[src/rtl/mem_issue_queue.sv]
// In-order load/store issue queue feeding the LSU. Ops issue one cycle after the head becomes eligible; load_stall/full back-pressure.
// Define MEM_ISSUE_CDB_BYPASS_EN to let the head issue on the same edge as the CDB broadcast that completes it.
module mem_issue_queue #(
  parameter int QUEUE_SIZE = 8,
  parameter int PTR_W      = 3
) (
  input  logic        clk,
  input  logic        rst_n,
  input  logic        flush,
  input  logic        disp_valid,
  input  logic        disp_is_ld,
  input  logic        disp_base_rdy,
  input  logic [15:0] disp_base,
  input  logic        disp_data_rdy,
  input  logic [15:0] disp_data,
  input  logic [15:0] disp_offset,
  input  logic [5:0]  disp_ROB,
  output logic        full,
  input  logic        cdb_valid,
  input  logic [5:0]  cdb_ROB,
  input  logic [15:0] cdb_data,
  input  logic        load_stall,
  output logic        is_ld,
  output logic [15:0] data,
  output logic [15:0] location,
  output logic [5:0]  ROBloc,
  output logic        input_valid
);

  logic [QUEUE_SIZE-1:0] vld_q;
  logic [QUEUE_SIZE-1:0] ld_q;
  logic [QUEUE_SIZE-1:0] brdy_q;
  logic [QUEUE_SIZE-1:0] drdy_q;
  logic [15:0]           base_q [QUEUE_SIZE];
  logic [15:0]           dat_q  [QUEUE_SIZE];
  logic [15:0]           off_q  [QUEUE_SIZE];
  logic [5:0]            rob_q  [QUEUE_SIZE];

  logic [PTR_W-1:0] head_q, head_d;
  logic [PTR_W-1:0] tail_q, tail_d;
  logic [PTR_W:0]   count_q, count_d;

  logic        enq;
  logic        issue;
  logic        disp_base_hit;
  logic        disp_data_hit;
  logic        h_base_byp;
  logic        h_data_byp;
  logic        h_base_ok;
  logic        h_data_ok;
  logic        eligible;
  logic [15:0] h_base_val;
  logic [15:0] h_data_val;

  assign full = (count_q == (PTR_W+1)'(QUEUE_SIZE));
  assign enq  = disp_valid && !full && !flush;

  // A tag broadcast in the dispatch cycle would otherwise be missed by the new entry.
  assign disp_base_hit = !disp_base_rdy && cdb_valid && (cdb_ROB == disp_base[5:0]);
  assign disp_data_hit = !disp_data_rdy && cdb_valid && (cdb_ROB == disp_data[5:0]);

`ifdef MEM_ISSUE_CDB_BYPASS_EN
  assign h_base_byp = !brdy_q[head_q] && cdb_valid && (cdb_ROB == base_q[head_q][5:0]);
  assign h_data_byp = !ld_q[head_q] && !drdy_q[head_q] && cdb_valid &&
                      (cdb_ROB == dat_q[head_q][5:0]);
`else
  assign h_base_byp = 1'b0;
  assign h_data_byp = 1'b0;
`endif

  always_comb begin
    h_base_ok  = brdy_q[head_q] || h_base_byp;
    h_data_ok  = ld_q[head_q] || drdy_q[head_q] || h_data_byp;
    h_base_val = brdy_q[head_q] ? base_q[head_q] : cdb_data;
    h_data_val = drdy_q[head_q] ? dat_q[head_q] : cdb_data;
    eligible   = vld_q[head_q] && h_base_ok && h_data_ok;
    issue      = eligible && !load_stall && !flush;
  end

  always_comb begin
    head_d  = head_q;
    tail_d  = tail_q;
    count_d = count_q;
    if (flush) begin
      head_d  = '0;
      tail_d  = '0;
      count_d = '0;
    end else begin
      if (issue) head_d = head_q + PTR_W'(1);
      if (enq)   tail_d = tail_q + PTR_W'(1);
      if (enq && !issue)      count_d = count_q + (PTR_W+1)'(1);
      else if (issue && !enq) count_d = count_q - (PTR_W+1)'(1);
    end
  end

  always_ff @(posedge clk or negedge rst_n) begin
    if (!rst_n) begin
      head_q  <= '0;
      tail_q  <= '0;
      count_q <= '0;
    end else begin
      head_q  <= head_d;
      tail_q  <= tail_d;
      count_q <= count_d;
    end
  end

  always_ff @(posedge clk or negedge rst_n) begin
    if (!rst_n) begin
      vld_q  <= '0;
      ld_q   <= '0;
      brdy_q <= '0;
      drdy_q <= '0;
      for (int i = 0; i < QUEUE_SIZE; i++) begin
        base_q[i] <= '0;
        dat_q[i]  <= '0;
        off_q[i]  <= '0;
        rob_q[i]  <= '0;
      end
    end else if (flush) begin
      vld_q <= '0;
    end else begin
      for (int i = 0; i < QUEUE_SIZE; i++) begin
        if (vld_q[i] && cdb_valid) begin
          if (!brdy_q[i] && (cdb_ROB == base_q[i][5:0])) begin
            brdy_q[i] <= 1'b1;
            base_q[i] <= cdb_data;
          end
          if (!drdy_q[i] && (cdb_ROB == dat_q[i][5:0])) begin
            drdy_q[i] <= 1'b1;
            dat_q[i]  <= cdb_data;
          end
        end
      end
      if (issue) vld_q[head_q] <= 1'b0;
      // Tail slot is never valid when enq fires, so this cannot collide with wakeup.
      if (enq) begin
        vld_q[tail_q]  <= 1'b1;
        ld_q[tail_q]   <= disp_is_ld;
        brdy_q[tail_q] <= disp_base_rdy || disp_base_hit;
        base_q[tail_q] <= disp_base_hit ? cdb_data : disp_base;
        drdy_q[tail_q] <= disp_data_rdy || disp_data_hit;
        dat_q[tail_q]  <= disp_data_hit ? cdb_data : disp_data;
        off_q[tail_q]  <= disp_offset;
        rob_q[tail_q]  <= disp_ROB;
      end
    end
  end

  always_ff @(posedge clk or negedge rst_n) begin
    if (!rst_n) begin
      input_valid <= 1'b0;
      is_ld       <= 1'b0;
      data        <= '0;
      location    <= '0;
      ROBloc      <= '0;
    end else if (issue) begin
      input_valid <= 1'b1;
      is_ld       <= ld_q[head_q];
      data        <= ld_q[head_q] ? 16'h0000 : h_data_val;
      location    <= h_base_val + off_q[head_q];
      ROBloc      <= rob_q[head_q];
    end else begin
      input_valid <= 1'b0;
    end
  end

endmodule

[config.mk]
export PLATFORM = sky130hd
export DESIGN_NAME = mem_issue_queue
export DESIGN_NICKNAME = d
export VERILOG_FILES = /design/src/rtl/mem_issue_queue.sv
export SDC_FILE = /design/constraint.sdc
export NUM_CORES = 2
export LEC_CHECK = 0
export ABC_AREA = 1
export ABC_CLOCK_PERIOD_IN_PS = 10400
export BUFFER_PORTS_ARGS = -buffer_cell sky130_fd_sc_hd__buf_2
export CORE_MARGIN = 5
export CORE_UTILIZATION = 55
export DETAILED_ROUTE_END_ITERATION = 10
export PLACE_DENSITY = 0.71
export SYNTH_ARGS = -nofsm -noshare
export SYNTH_HDL_FRONTEND = slang
export SYNTH_SLANG_ARGS = --single-unit
[constraint.sdc]
create_clock -name clk -period 10.4 [get_ports clk]
set_input_delay 2.08 -clock clk [delete_from_list [all_inputs] [get_ports clk]]
set_output_delay 2.08 -clock clk [all_outputs]
set_load 0.02 [all_outputs]
; Yosys cells after proc, flatten, opt, wreduce, memory -nomap -nowiden
; Cells that the tools add are included.
[word_totals]
ff_bits = 514
input_bits = 85
output_inout_bits = 41
elab_cells = 302
[op_classes]
addsub = 5
magnitude_cmp = 7
n_eq_ne = 19
n_mux = 152
n_bitwise = 6
n_reduce_logical = 69
[ops]
columns = operator, count
row1 = $mux 16, 60
row2 = $bwmux 128, 3
row3 = $mux 128, 2
row4 = $bmux 16 s3, 3
row5 = $eq 6x6->1, 18
row6 = $mux 1, 55
row7 = $bwmux 48, 1
row8 = $demux 16 s3, 1
row9 = $mux 8, 6
row10 = $logic_and 1x1->1, 39
row11 = $bwmux 8, 3
row12 = $logic_not 1->1, 23
row13 = $bmux 6 s3, 1
row14 = $demux 6 s3, 1
row15 = $mux 6, 3
row16 = $add 16x16->16, 1
row17 = $bmux 1 s3, 4
row18 = $mux 3, 4
row19 = $mux 4, 3
row20 = $and 8x8->8, 1
row21 = $ge 4x4->1 const B, 2
row22 = $lt 3x4->1 const B, 2
row23 = $not 3->4, 2
row24 = $not 8->8, 1
row25 = 13 further kinds, 19

; Longest topological paths before layout
[logic_depth]
ltp_word = 11
ltp_mapped = 23
depth_no_buf = 21

; Worst setup path after synthesis
; No wires, ideal clock.
[synth_timing]
kind = input -> register
startpoint = in cdb_data[0]
endpoint = reg location[14]
setup_time_ns = 0.128
t_arrival_ns = 4.395
required_ns = 10.272
path_slack_ns = 5.877
stages = 13
n_path_buf = 2
cell_sequence = clkbuf_1 clkbuf_1 nor2_1 a41oi_1 ha_1 inv_1 fa_1 o21ai_0 nand2_1 nand2_1 nand3_1 a21boi_0 o21ai_0
[synth_via]
elab_chain_len = 2
[synth_rtl]
columns = item, line_no
row1 = from (decl), 21  ; input logic [15:0] cdb_data,
row2 = $mux 16, 74  ; h_base_val = brdy_q[head_q] ? base_q[head_q] : cdb_data;
row3 = $add 16x16->16, 161  ; location <= h_base_val + off_q[head_q];
row4 = to (signal assigned), 161
row5 = to (decl), 25  ; output logic [15:0] location,
; Every way passes these cells.
; A chain may end at the register's enable or synchronous reset.

; Worst setup path in the final report
[layout_timing]
startpoint = reg head_q[1]
endpoint = reg location[12]
[layout_via]
elab_chain_len = 6
word_cells_on_any_way = 22
classes_between = add/sub: 1 / mux: 15 / bitwise: 1 / reduce/logical: 5
[layout_rtl]
columns = item, line_no
row1 = from (decl), 39  ; logic [PTR_W-1:0] head_q, head_d;
row2 = from (signal assigned), 98  ; head_q <= '0;
row3 = from (signal assigned), 102  ; head_q <= head_d;
row4 = $not 3->4 (implied by the code) (tied with other cells), "74, 161"
row5 = $bmux 16 s3 (tied with other cells), 74
row6 = $mux 16 (implied by the code) (tied with other cells), 74
row7 = $mux 16 (implied by the code) / $logic_and 1x1->1 (equally long branches), "74, 76"
row8 = $mux 16 / $logic_and 1x1->1 (equally long branches), "74, 77"
row9 = $add 16x16->16 / $logic_and 1x1->1 (equally long branches), "161, 77"
; Parallel ways exist; a longest one is shown, timed or not. The select of a mux whose other input is x is not followed.

==> impl_metrics.ini <==
[outcome]
status = finished, final reports clean

[clocking]
cts.sinks = 514
clock_latency_ns = 0.65
cts_tree = done
clockRootBuffer = clkbuf_16
htree_num_levels = 2
cts_hold_buffers = 0
cts_buffers = 59
cts_resized = 0
clk_path_buf_depth = 3
cts_setup_buffers = 0
path_clk_slew_ns = 0.07

[placed_design]
dp_cells = 5204
portBuffers = 125
placed_area_um2 = 32800
detailed_place_hpwl_um = 76700
place_ws_ns = 5.08
gp_congestion = 1.01

[layout]
fin_cells = 5313
final_util_pct = 60.2
syn_to_final_growth_pct = 8.40
layout_commonest_cell = nand2_1
fin_area_um2 = 34700
final_cell_mix = nand2_1 (1335), nand3_1 (959), dfrtp_1 (513), o21ai_0 (465), nor2_1 (244)
nets = 4606
drive_above_1_share_pct = 9.33

[pwr]
power_mw = 7.55
power_leakage_nw = 16.8
power_density_nw_per_um2 = 217
irDropWorstVdd_v = 0.000160

[setup_path]
slowest_stage = a41oi_1
critical_path_required_ns = 10.89
worst-setup-path-type = reg2reg
start_kind = register
worstPathCellList = inv_2 -> nor2_4 -> buf_4 -> inv_2 -> a21oi_1 -> o21ai_0 -> nand2_1 -> a21oi_1 -> a41oi_1 -> ha_1 -> inv_1 -> fa_1 -> o21ai_0 -> nand3_1 -> nand4_1 -> xnor2_1 -> o21ai_1
worstPathArrival_ns = 5.84
worstRegToRegCells = 17
end_kind = register
critPathMaxStageDelay_ns = 0.62
cp_max_fo = 32

[logic_synthesis]
synth_warnings = 0
yosysSeqAreaShare_pct = 40.1
syn-cell-area_um2 = 32000
netlist_instances = 4587
synth.net_count = 4693
synth_ff_type = dfrtp_1
synth_top_area_share_pct = 40.1
syn-mean-instance-area_um2 = 6.99
yosysTopAreaCell = dfrtp_1
synth.distinct_cells = 52
synthTopCellsByArea = dfrtp_1 (40%), nand2_1 (16%), nand3_1 (15%)
ys_ff_latch = 514
async_flop_share_pct = 100
synth_edf_count = 0

[timing]
drv_slew = 0
maxClockFrequency_mhz = 187
clock_skew_ns = 0.0262
worst_slack_ns = 5.04
hold-worst-slack_ns = 0.476
relSlewSlack_pct = 24.9
finalCritPeriodShare_pct = 51.5
hold_viol = 0
post-route-min-period_ns = 5.36
setup_viol = 0
setup_tns_ns = 0
tightestPinTransition_ns = 1.13
rsz0062_at_grt = false

[global_routing]
grt_overflow = 0
grtUsageTotal_pct = 38.8
grt_pass1_wl_um = 193000
grt_max_degree = 158
antenna_found_initial = 5
first_global_vias = 31700

[job]
maxCapViolCount = 0

[floorplan]
start_util_pct = 55.5
dieArea_um2 = 63200
io_pins = 126
coreArea_um2 = 57700
die_y_um = 251
die_w_um = 251
fp-row-count = 88

[drt]
ant_nets = 0
dr.pass1.iters = 7
drc_errors = 0
wirelength_um = 127000
first_iter_violations = 5165
via_per_inst = 6.47
avgRoutedWirePerCell_um = 23.9
num_vias = 34400

[worst_hold_path]
hp-class = reg2reg
hold_depth = 2
[sequential cells by signal, indices dropped and copies added (netlist names), 3 cells and up]
signal,count
base_q,128
dat_q,128
off_q,128
rob_q,48
data,16
location,16
brdy_q,8
drdy_q,8
ld_q,8
vld_q,8
ROBloc,6
count_q,4
head_q,3
tail_q,3
[critical path, delay by kind of cell (launching register included)]
kind                     cells  cell delay (ns)
flip-flops                   1             0.61
XOR/XNOR                     1             0.25
buffers and inverters        4             1.19
AO/OA/AOI/OAI                6             1.58
AND/OR/NAND/NOR              4             0.79
adder cells (fa/ha/maj)      2             0.77
[area by class of cell]
cell class	instances	area [um^2]
clock buffers	90	1760
well taps	765	957
diodes	2	5.00
multi-input cells	3536	17000
flip-flops and latches	514	12900
inverters	195	744
clock inverters	17	183
repair buffers	194	1170
fillers	5550	23000
[cell usage after synthesis (19+ instances only)]
library cell,instances
a21oi_1,90
buf_1,29
buf_2,84
clkbuf_1,211
dfrtp_1,514
ha_1,19
inv_1,163
nand2_1,1343
nand3_1,959
nand3_2,29
nand4_1,115
nor2_1,245
o21ai_0,465
o22ai_1,41
xnor2_1,25
xor2_1,35
[report_power, final]
group	total, mW	internal (mW)	leakage [nW]	switching (mW)
Clock	2.13	1.24	0.970	0.899
Sequential	2.88	2.50	6.86	0.386
Combinational	2.53	0.804	8.97	1.72
[cells by family (layout without fill, tap and decap cells)]
kind of cell / after synthesis / in the layout / synth area share [%]
buf+inv: 537 / 496 / 6.89
simple gates: 2766 / 2766 / 38.8
mux: 3 / 3 / 0.0937
xor+xnor: 60 / 60 / 1.64
fa+ha+maj: 21 / 21 / 0.867
compound gates: 686 / 686 / 11.6
flops: 514 / 514 / 40.1
other cells: 0 / 2 / 0
[routing by layer]
layer	up-vias	part of all wire, %	global-route usage (%)
met1	16100	38	53.5
li1	15300	-	-
met2	2475	42	56.1
met5	-	0.028	0
met4	6	7.1	22.4
met3	551	13	9.54
[path summary, 6_finish.rpt]
path | end | start | slack (ns)
max | location[12] | head_q[1] | 5.04
min in group asynchronous | off_q[16] | rst_n | 1.49
min | location[0] | location[0] | 0.48
min reg2reg | location[0] | location[0] | 0.48
max reg2reg | location[12] | head_q[1] | 5.04
max in group asynchronous | dat_q[59] | rst_n | 6.64
Note: power is estimated with default switching activity, not from simulation.
